File: src/rtl/mac_pkg.sv
// Shared types and default widths for the MAC accumulate stage.
package mac_pkg;

  localparam int unsigned M      = 4;
  localparam int unsigned N      = 3;
  localparam int unsigned ACC_W  = 16;
  localparam int unsigned CNT_W  = 8;
  localparam int unsigned PROD_W = M + N;

  typedef enum logic [1:0] {
    IDLE  = 2'd0,
    ACCUM = 2'd1,
    HOLD  = 2'd2
  } state_t;

endpackage

File: src/rtl/mac_acc_add.sv
// ACC_W-bit accumulator adder with carry out.
// ACC_SATURATE_EN: clamp the sum to all-ones on carry instead of wrapping.
module mac_acc_add #(
  parameter int unsigned ACC_W = mac_pkg::ACC_W
) (
  input  logic [ACC_W-1:0] a,
  input  logic [ACC_W-1:0] b,
  output logic [ACC_W-1:0] sum_c,
  output logic             carry_c
);

  logic [ACC_W:0] full_sum;

  assign full_sum = {1'b0, a} + {1'b0, b};
  assign carry_c  = full_sum[ACC_W];

`ifdef ACC_SATURATE_EN
  // Once clamped, any further non-zero add carries again, so the clamp holds for the frame.
  assign sum_c = carry_c ? {ACC_W{1'b1}} : full_sum[ACC_W-1:0];
`else
  assign sum_c = full_sum[ACC_W-1:0];
`endif

endmodule

File: src/rtl/mac_accumulator.sv
// Frame accumulator downstream of the M-by-N multiplier: sums products until in_last,
// then holds sum/count/overflow under valid/ready. Wrap vs clamp set by ACC_SATURATE_EN.
module mac_accumulator #(
  parameter int unsigned M     = mac_pkg::M,
  parameter int unsigned N     = mac_pkg::N,
  parameter int unsigned ACC_W = mac_pkg::ACC_W,
  parameter int unsigned CNT_W = mac_pkg::CNT_W
) (
  input  logic             clk,
  input  logic             rst,
  input  logic [M+N-1:0]   prod_i,
  input  logic             in_valid,
  input  logic             in_last,
  output logic             in_ready,
  output logic [ACC_W-1:0] acc_o,
  output logic [CNT_W-1:0] count_o,
  output logic             overflow_o,
  output logic             out_valid,
  input  logic             out_ready
);

  import mac_pkg::*;

  if (ACC_W < M + N) begin : g_width_check
    $error("mac_accumulator: ACC_W must be >= M+N");
  end

  localparam logic [CNT_W-1:0] CNT_MAX = {CNT_W{1'b1}};

  state_t           state_q;
  state_t           state_nxt;
  logic [ACC_W-1:0] acc_nxt;
  logic [CNT_W-1:0] cnt_nxt;
  logic             ovf_nxt;
  logic [ACC_W-1:0] prod_ext;
  logic [ACC_W-1:0] add_sum;
  logic             add_carry;
  logic             accept;

  assign in_ready = (state_q != HOLD);
  assign accept   = in_valid && in_ready;
  assign prod_ext = ACC_W'(prod_i);

  mac_acc_add #(.ACC_W(ACC_W)) u_add (
    .a       (acc_o),
    .b       (prod_ext),
    .sum_c   (add_sum),
    .carry_c (add_carry)
  );

  // Next-state and next-value decode.
  always_comb begin
    state_nxt = state_q;
    acc_nxt   = acc_o;
    cnt_nxt   = count_o;
    ovf_nxt   = overflow_o;
    case (state_q)
      IDLE: begin
        if (accept) begin
          acc_nxt   = prod_ext;
          cnt_nxt   = CNT_W'(1);
          state_nxt = in_last ? HOLD : ACCUM;
        end
      end
      ACCUM: begin
        if (accept) begin
          acc_nxt   = add_sum;
          ovf_nxt   = overflow_o | add_carry;
          cnt_nxt   = (count_o == CNT_MAX) ? count_o : count_o + CNT_W'(1);
          state_nxt = in_last ? HOLD : ACCUM;
        end
      end
      HOLD: begin
        if (out_ready) begin
          acc_nxt   = '0;
          cnt_nxt   = '0;
          ovf_nxt   = 1'b0;
          state_nxt = IDLE;
        end
      end
      default: begin
        acc_nxt   = '0;
        cnt_nxt   = '0;
        ovf_nxt   = 1'b0;
        state_nxt = IDLE;
      end
    endcase
  end

  // State and result registers.
  always_ff @(posedge clk) begin
    if (rst) begin
      state_q    <= IDLE;
      acc_o      <= '0;
      count_o    <= '0;
      overflow_o <= 1'b0;
      out_valid  <= 1'b0;
    end else begin
      state_q    <= state_nxt;
      acc_o      <= acc_nxt;
      count_o    <= cnt_nxt;
      overflow_o <= ovf_nxt;
      out_valid  <= (state_nxt == HOLD);
    end
  end

endmodule

File: config.mk
export PLATFORM = sky130hd
export DESIGN_NAME = mac_accumulator
export DESIGN_NICKNAME = d
export VERILOG_FILES = /design/src/rtl/mac_pkg.sv /design/src/rtl/mac_acc_add.sv /design/src/rtl/mac_accumulator.sv
export SDC_FILE = /design/constraint.sdc
export NUM_CORES = 1
export LEC_CHECK = 0
export CORE_MARGIN = 2
export CORE_UTILIZATION = 38
export DETAILED_ROUTE_END_ITERATION = 8
export DONT_BUFFER_PORTS = 1
export SYNTH_ARGS = -nofsm -noshare
export SYNTH_HDL_FRONTEND = slang
export SYNTH_HIERARCHICAL = 1
export SYNTH_SLANG_ARGS = --single-unit
File: constraint.sdc
create_clock -name clk -period 3.3 [get_ports clk]
set_clock_uncertainty 0.1 [all_clocks]
set_input_delay 0.165 -clock clk [delete_from_list [all_inputs] [get_ports clk]]
set_output_delay 0.165 -clock clk [all_outputs]
set_load 0.05 [all_outputs]
# Yosys cells after proc, flatten, opt, wreduce, memory -nomap -nowiden
# Index checks and enable logic that the tools add are counted.
[classes] n_addsub=2 eq_ne=9 muxes=16 bitwise_logic=2 reduce_logical=6
[op_table] op="16-bit 2-to-1 mux" n=3
[op_table] op="16-bit one-hot mux with 3 select lines" n=1
[op_table] op="8-bit 2-to-1 mux" n=4
[op_table] op="8-bit one-hot mux with 3 select lines" n=1
[op_table] op="16-bit by 7-bit adder with 17-bit output" n=1
[op_table] op="2-bit inequality test, second input constant" n=5
[op_table] op="8-bit by 1-bit adder with 8-bit output, second input constant" n=1
[op_table] op="8-bit == test, second input constant" n=1
[op_table] op="2-bit 2-to-1 mux" n=3
[op_table] op="3-bit AND reduction" n=2
[op_table] op="2-bit == test, second input constant" n=2
[op_table] op="2-bit one-hot mux with 2 select lines" n=1
[op_table] op="4-bit AND reduction" n=1
[op_table] op="1-bit one-hot mux with 3 select lines" n=1
[op_table] op="2-bit by 1-bit == test with 1-bit output, second input constant" n=1
[op_table] op="2-bit logical NOT" n=1
[op_table] op="1-bit 2-to-1 mux" n=2
[op_table] op="2-bit OR reduction" n=1
[op_table] op="1-bit logical AND" n=1
[op_table] op="1-bit inverter" n=1
[op_table] op="1-bit OR" n=1
[word_totals] regBits=28 in_bits=12 out_inout_bits=27 wordCells=40

# Depth between registers and ports, before layout
[depth] word_depth=5 ltp_mapped=10 depth_no_buf=10

# By module
# The synthesis kept the hierarchy.
[modules_own_cells] mod="mac_accumulator" n_inst=1 cells_each=154 area_each_um2=1305.0 seq_area_each_um2=560.5
[modules_own_cells] mod="mac_acc_add" n_inst=1 cells_each=97 area_each_um2=744.5 seq_area_each_um2=0.0

# Least setup slack after synthesis
# No wires, ideal clock.
[synth_timing] kind="register to register" startpoint="register acc_o[0]" endpoint="register acc_o[6]" setup_time_ns=0.070 t_arrival_ns=2.423 t_required_ns=3.130 path_slack_ns=0.706 stages_incl_launch_ff=10 n_path_buf=0 path_cell_list="dfxtp_1 -> ha_1 -> fa_1 -> a21o_4 -> a311oi_2 -> nor2_1 -> nor2_1 -> mux2i_1 -> or3_1 -> a21oi_1"
[synth_between] elab_chain_cells=3
[synth_rtl] element="start: declaration" line="mac_accumulator.sv:15" text="output logic [ACC_W-1:0] acc_o,"
[synth_rtl] element="start signal: assignment" line="mac_accumulator.sv:100" text="acc_o <= acc_nxt;"
[synth_rtl] element="16-bit by 7-bit adder with 17-bit output" line="mac_acc_add.sv:14" text="assign full_sum = {1'b0, a} + {1'b0, b};"
[synth_rtl] element="via add_sum[6]" line="mac_accumulator.sv:36" text="logic [ACC_W-1:0] add_sum;"
[synth_rtl] element="16-bit 2-to-1 mux" line="mac_accumulator.sv:66" text="if (accept) begin"
[synth_rtl] element="16-bit one-hot mux with 3 select lines" line="mac_accumulator.sv:57" text="case (state_q)"
# The timed path passes the listed nets, and every way through them passes these cells. The select of a mux whose other input is x is not followed.
# A chain may end at the register's enable or synchronous reset.

# Worst setup path after layout
[layout_timing] startpoint="register acc_o[0]" endpoint="register overflow_o"
[layout_between] elab_chain_cells=4
[layout_rtl] element="16-bit by 7-bit adder with 17-bit output" line="mac_acc_add.sv:14"
[layout_rtl] element="via add_carry" line="mac_accumulator.sv:37" text="logic add_carry;"
[layout_rtl] element="1-bit OR" line="mac_accumulator.sv:68" text="ovf_nxt = overflow_o | add_carry;"
[layout_rtl] element="1-bit 2-to-1 mux" line="mac_accumulator.sv:66"
[layout_rtl] element="1-bit one-hot mux with 3 select lines" line="mac_accumulator.sv:57"
[layout_rtl] element="end signal: assignment" line="mac_accumulator.sv:102" text="overflow_o <= ovf_nxt;"
[layout_rtl] element="end: declaration" line="mac_accumulator.sv:17" text="output logic overflow_o,"
# The timed path passes the listed nets, and every way through them passes these cells. The select of a mux whose other input is x is not followed.

==> summary.txt <==
Pleak -> 0.9119 nW
Synth top area share -> 0.2735
CP startpoint kind -> flop
critical setup path kind -> flop to flop
Initial Util -> 0.3962
launch point of the worst path -> acc_o[0]
P&R area growth vs syn -> 9.829%
Post-Synth Simple-Gate Area -> 0.2161
M3 GR Usage -> 0.05000
compound-cell area share of the yosys netlist -> 0.2589
syn_area_per_cell -> 8.165 µm²
Worst Reg-to-Reg Cells -> 10
reg-to-reg slack, setup -> 570 ps
initial antenna violation count -> 0
Global Route met1 Usage -> 0.2097
reg-to-reg critical path endpoint -> overflow_o
Hold Path Cell Cnt -> 2
Max clock buf depth -> 2
Die Span Y -> 77.44 µm
num ports -> 39
Skew-Pair Late Insertion Delay -> 280 ps
# resized after CTS -> 0
Synth warnings -> 6
final-layout fill cell count -> 530
Num CTS Buffers -> 3
largest net degree at the start of global routing -> 29
RSZ-0062 raised after global routing -> false
Sw Ratio -> 0.3283
input/output buffers -> 0
crit path DAT -> 2760 ps
Seq/Total Area, Yosys -> 0.2735
Hold Crit Endpoint -> out_valid
Post-Synth XOR/XNOR Area -> 0.05556
P_int -> 0.0006000 W
EDFF count, synth -> 0
Setup WS pre-CTS -> 600.2 ps
most used routing layer -> met2
Mapped Area -> 2049 µm²
layout cell share with drive strength beyond 1 -> 0.08077
synthesized instance count -> 251
number of routed nets with antenna violations -> 0
root buf cell -> clkbuf_8
Worst Setup End Kind -> flop
top post-synthesis cells by area -> dfxtp_1 (27%), ha_1 (10%), a21oi_1 (9.5%), nand2_1 (4.4%), nand3_1 (4.2%)
worst-path fanout max -> 3
final wirelength -> 4737 µm
sequential power share -> 0.445
CTS tree -> built
final-report hold violation count -> 0
worst min path class -> input pin to flop
Final WS setup -> 567.6 ps
run status -> finished clean
commonest non-fill, non-tap cells in the layout -> a21oi_1 (39), dfxtp_1 (28), nand2_1 (24), nand3_1 (17), ha_1 (17)
total congestion overflow -> 0
placement-stage cell area -> 2140 µm²
1st-iter DRT viols -> 99
CTS H-tree depth -> 1
Synth area leader -> dfxtp_1
R2R Path Start -> acc_o[0]
setup TNS -> 0 ps
drt first pass iters -> 4
number of synthesized register bits -> 28
fin. max-slew vios -> 0
maximum VDD drop -> 0.0002262 V
Post-DP HPWL -> 3438 µm
first-pass GRT wire length -> 8079 µm
met2 usage in global routing -> 0.2635
Final period util -> 0.8280
Die Width -> 77.44 µm
DRC errors left -> 0
WHS -> 54.74 ps
fraction of synthesized area in multiplexers -> 0.03419
Slew HR -> 0.2980
largest family of logic cells by synthesized area -> compound AO/OA/AOI/OAI gates
Slew @ Worst Pin -> 1050 ps
routability cong. -> 0.8345
# diodes -> 0
f_max -> 0.3660 GHz
Tmin final -> 2732 ps
final setup fails -> 0
vias per inst -> 5.606
Pwr Density -> 396.8 nW/µm²
Cell variety after synth -> 50
row count -> 26
final instance area -> 2251 µm²
DIE AREA -> 5997 µm²
async set-reset flop share out of synthesis -> 0
Clock Sinks -> 28
adder-cell area share of the yosys netlist -> 0.1136
clock transition at the registers of the reported paths -> 100 ps
Core ar. -> 5172 µm²
Clock Power Share -> 0.312
Final nets -> 291
logic gate share of total power -> 0.243
hold path start -> out_ready
total of max-cap violations -> 0
total power -> 0.0008933 W
Main synth FF type -> dfxtp_1
total global-route track usage -> 0.1619
vias in the first global route -> 1,691
CP Data Required Time -> 3330 ps
most common cell after layout, fill and taps aside -> a21oi_1
post-DR wirelength/cell -> 14.35 µm
vias -> 1,850
sw power -> 0.0002932 W
registers in the layout, summed over array words and instances, names as in the netlist:
name / count
count_o: 8
out_valid: 1
acc_o: 16
overflow_o: 1
state_q: 2
cell usage after synthesis, types with 4 or more instances:
| cell type | n |
|---|---|
| a21oi_1 | 39 |
| buf_2 | 4 |
| clkbuf_1 | 5 |
| dfxtp_1 | 28 |
| ha_1 | 17 |
| mux2i_1 | 7 |
| nand2_1 | 24 |
| nand3_1 | 17 |
| nand4_1 | 7 |
| nor2_1 | 9 |
| o21a_1 | 6 |
| o21ai_0 | 4 |
| o22ai_1 | 4 |
| o31ai_1 | 6 |
| or3_1 | 7 |
| or4_1 | 4 |
| xnor2_1 | 7 |
| xor2_1 | 6 |
final cells by class:
| class | instances | area, µm² | share of cell area |
|---|---|---|---|
| clock inverter | 1 | 30.03 | 0.01334 |
| timing repair buffer | 12 | 100.1 | 0.04447 |
| tap | 70 | 87.58 | 0.03891 |
| sequential | 28 | 560.5 | 0.2490 |
| multi-input combinational | 214 | 1424 | 0.6326 |
| inverter | 2 | 7.507 | 0.003335 |
| clock buffer | 3 | 41.29 | 0.01834 |
through the flow:
stage | std cells | utilization
global placement | 322 | 0.4136
CTS | 330 | 0.4352
floorplan | 259 | -
detailed placement | 322 | 0.4136
finish | 330 | 0.4352
global route | 330 | 0.4352
how the worst max path moves through the flow:
stage,to,slack (ps),cells past startpoint
2_1_floorplan,acc_o[6],710,9
3_3_place_gp,acc_o[6],600,9
3_5_place_dp,acc_o[6],600,9
4_1_cts,overflow_o,550,10
5_1_grt,acc_o[6],420,9
6_report,overflow_o,570,10
cell families (layout without fill, tap and decap cells):
family / count (synthesis) / after routing
AOI/OAI and AO/OA: 82 / 82
xor gates and xnor gates: 13 / 13
buffers and inverters: 17 / 18
adders and majority gates: 18 / 18
muxes: 7 / 7
DFF: 28 / 28
other: 1 / 9
and+or+nand+nor: 85 / 85
metal layers:
layer,wire length [µm],share of wire
met1,2177,0.46
met2,2210,0.47
met3,315,0.066
met4,34,0.0072
met5,0,0
power groups by stage:
stage	sequential, W	combinational, W	clock [W]
after floorplan	0.000416	0.000165	0
after global placement	0.000406	0.000205	0
after detailed placement	0.000406	0.000206	0
after CTS	0.000398	0.000217	0.000295
after global routing	0.000400	0.000243	0.000303
final	0.000398	0.000217	0.000279
what timing repair did:
action,4_1_cts,5_1_grt
hold buffers,4,0
hold endpoints to repair,28,0
setup buffers,0,0
setup endpoints to repair,0,0
worst max-delay path, stage by stage, from the launching register on:
cell	delay (ps)
dfxtp_1	500
ha_1	320
fa_1	420
a21o_4	240
a311oi_2	320
o31ai_2	130
a21oi_2	190
o31ai_2	70
o21a_1	90
a21oi_1	140
nor3_1	60
(Power assumes the default switching activity.)
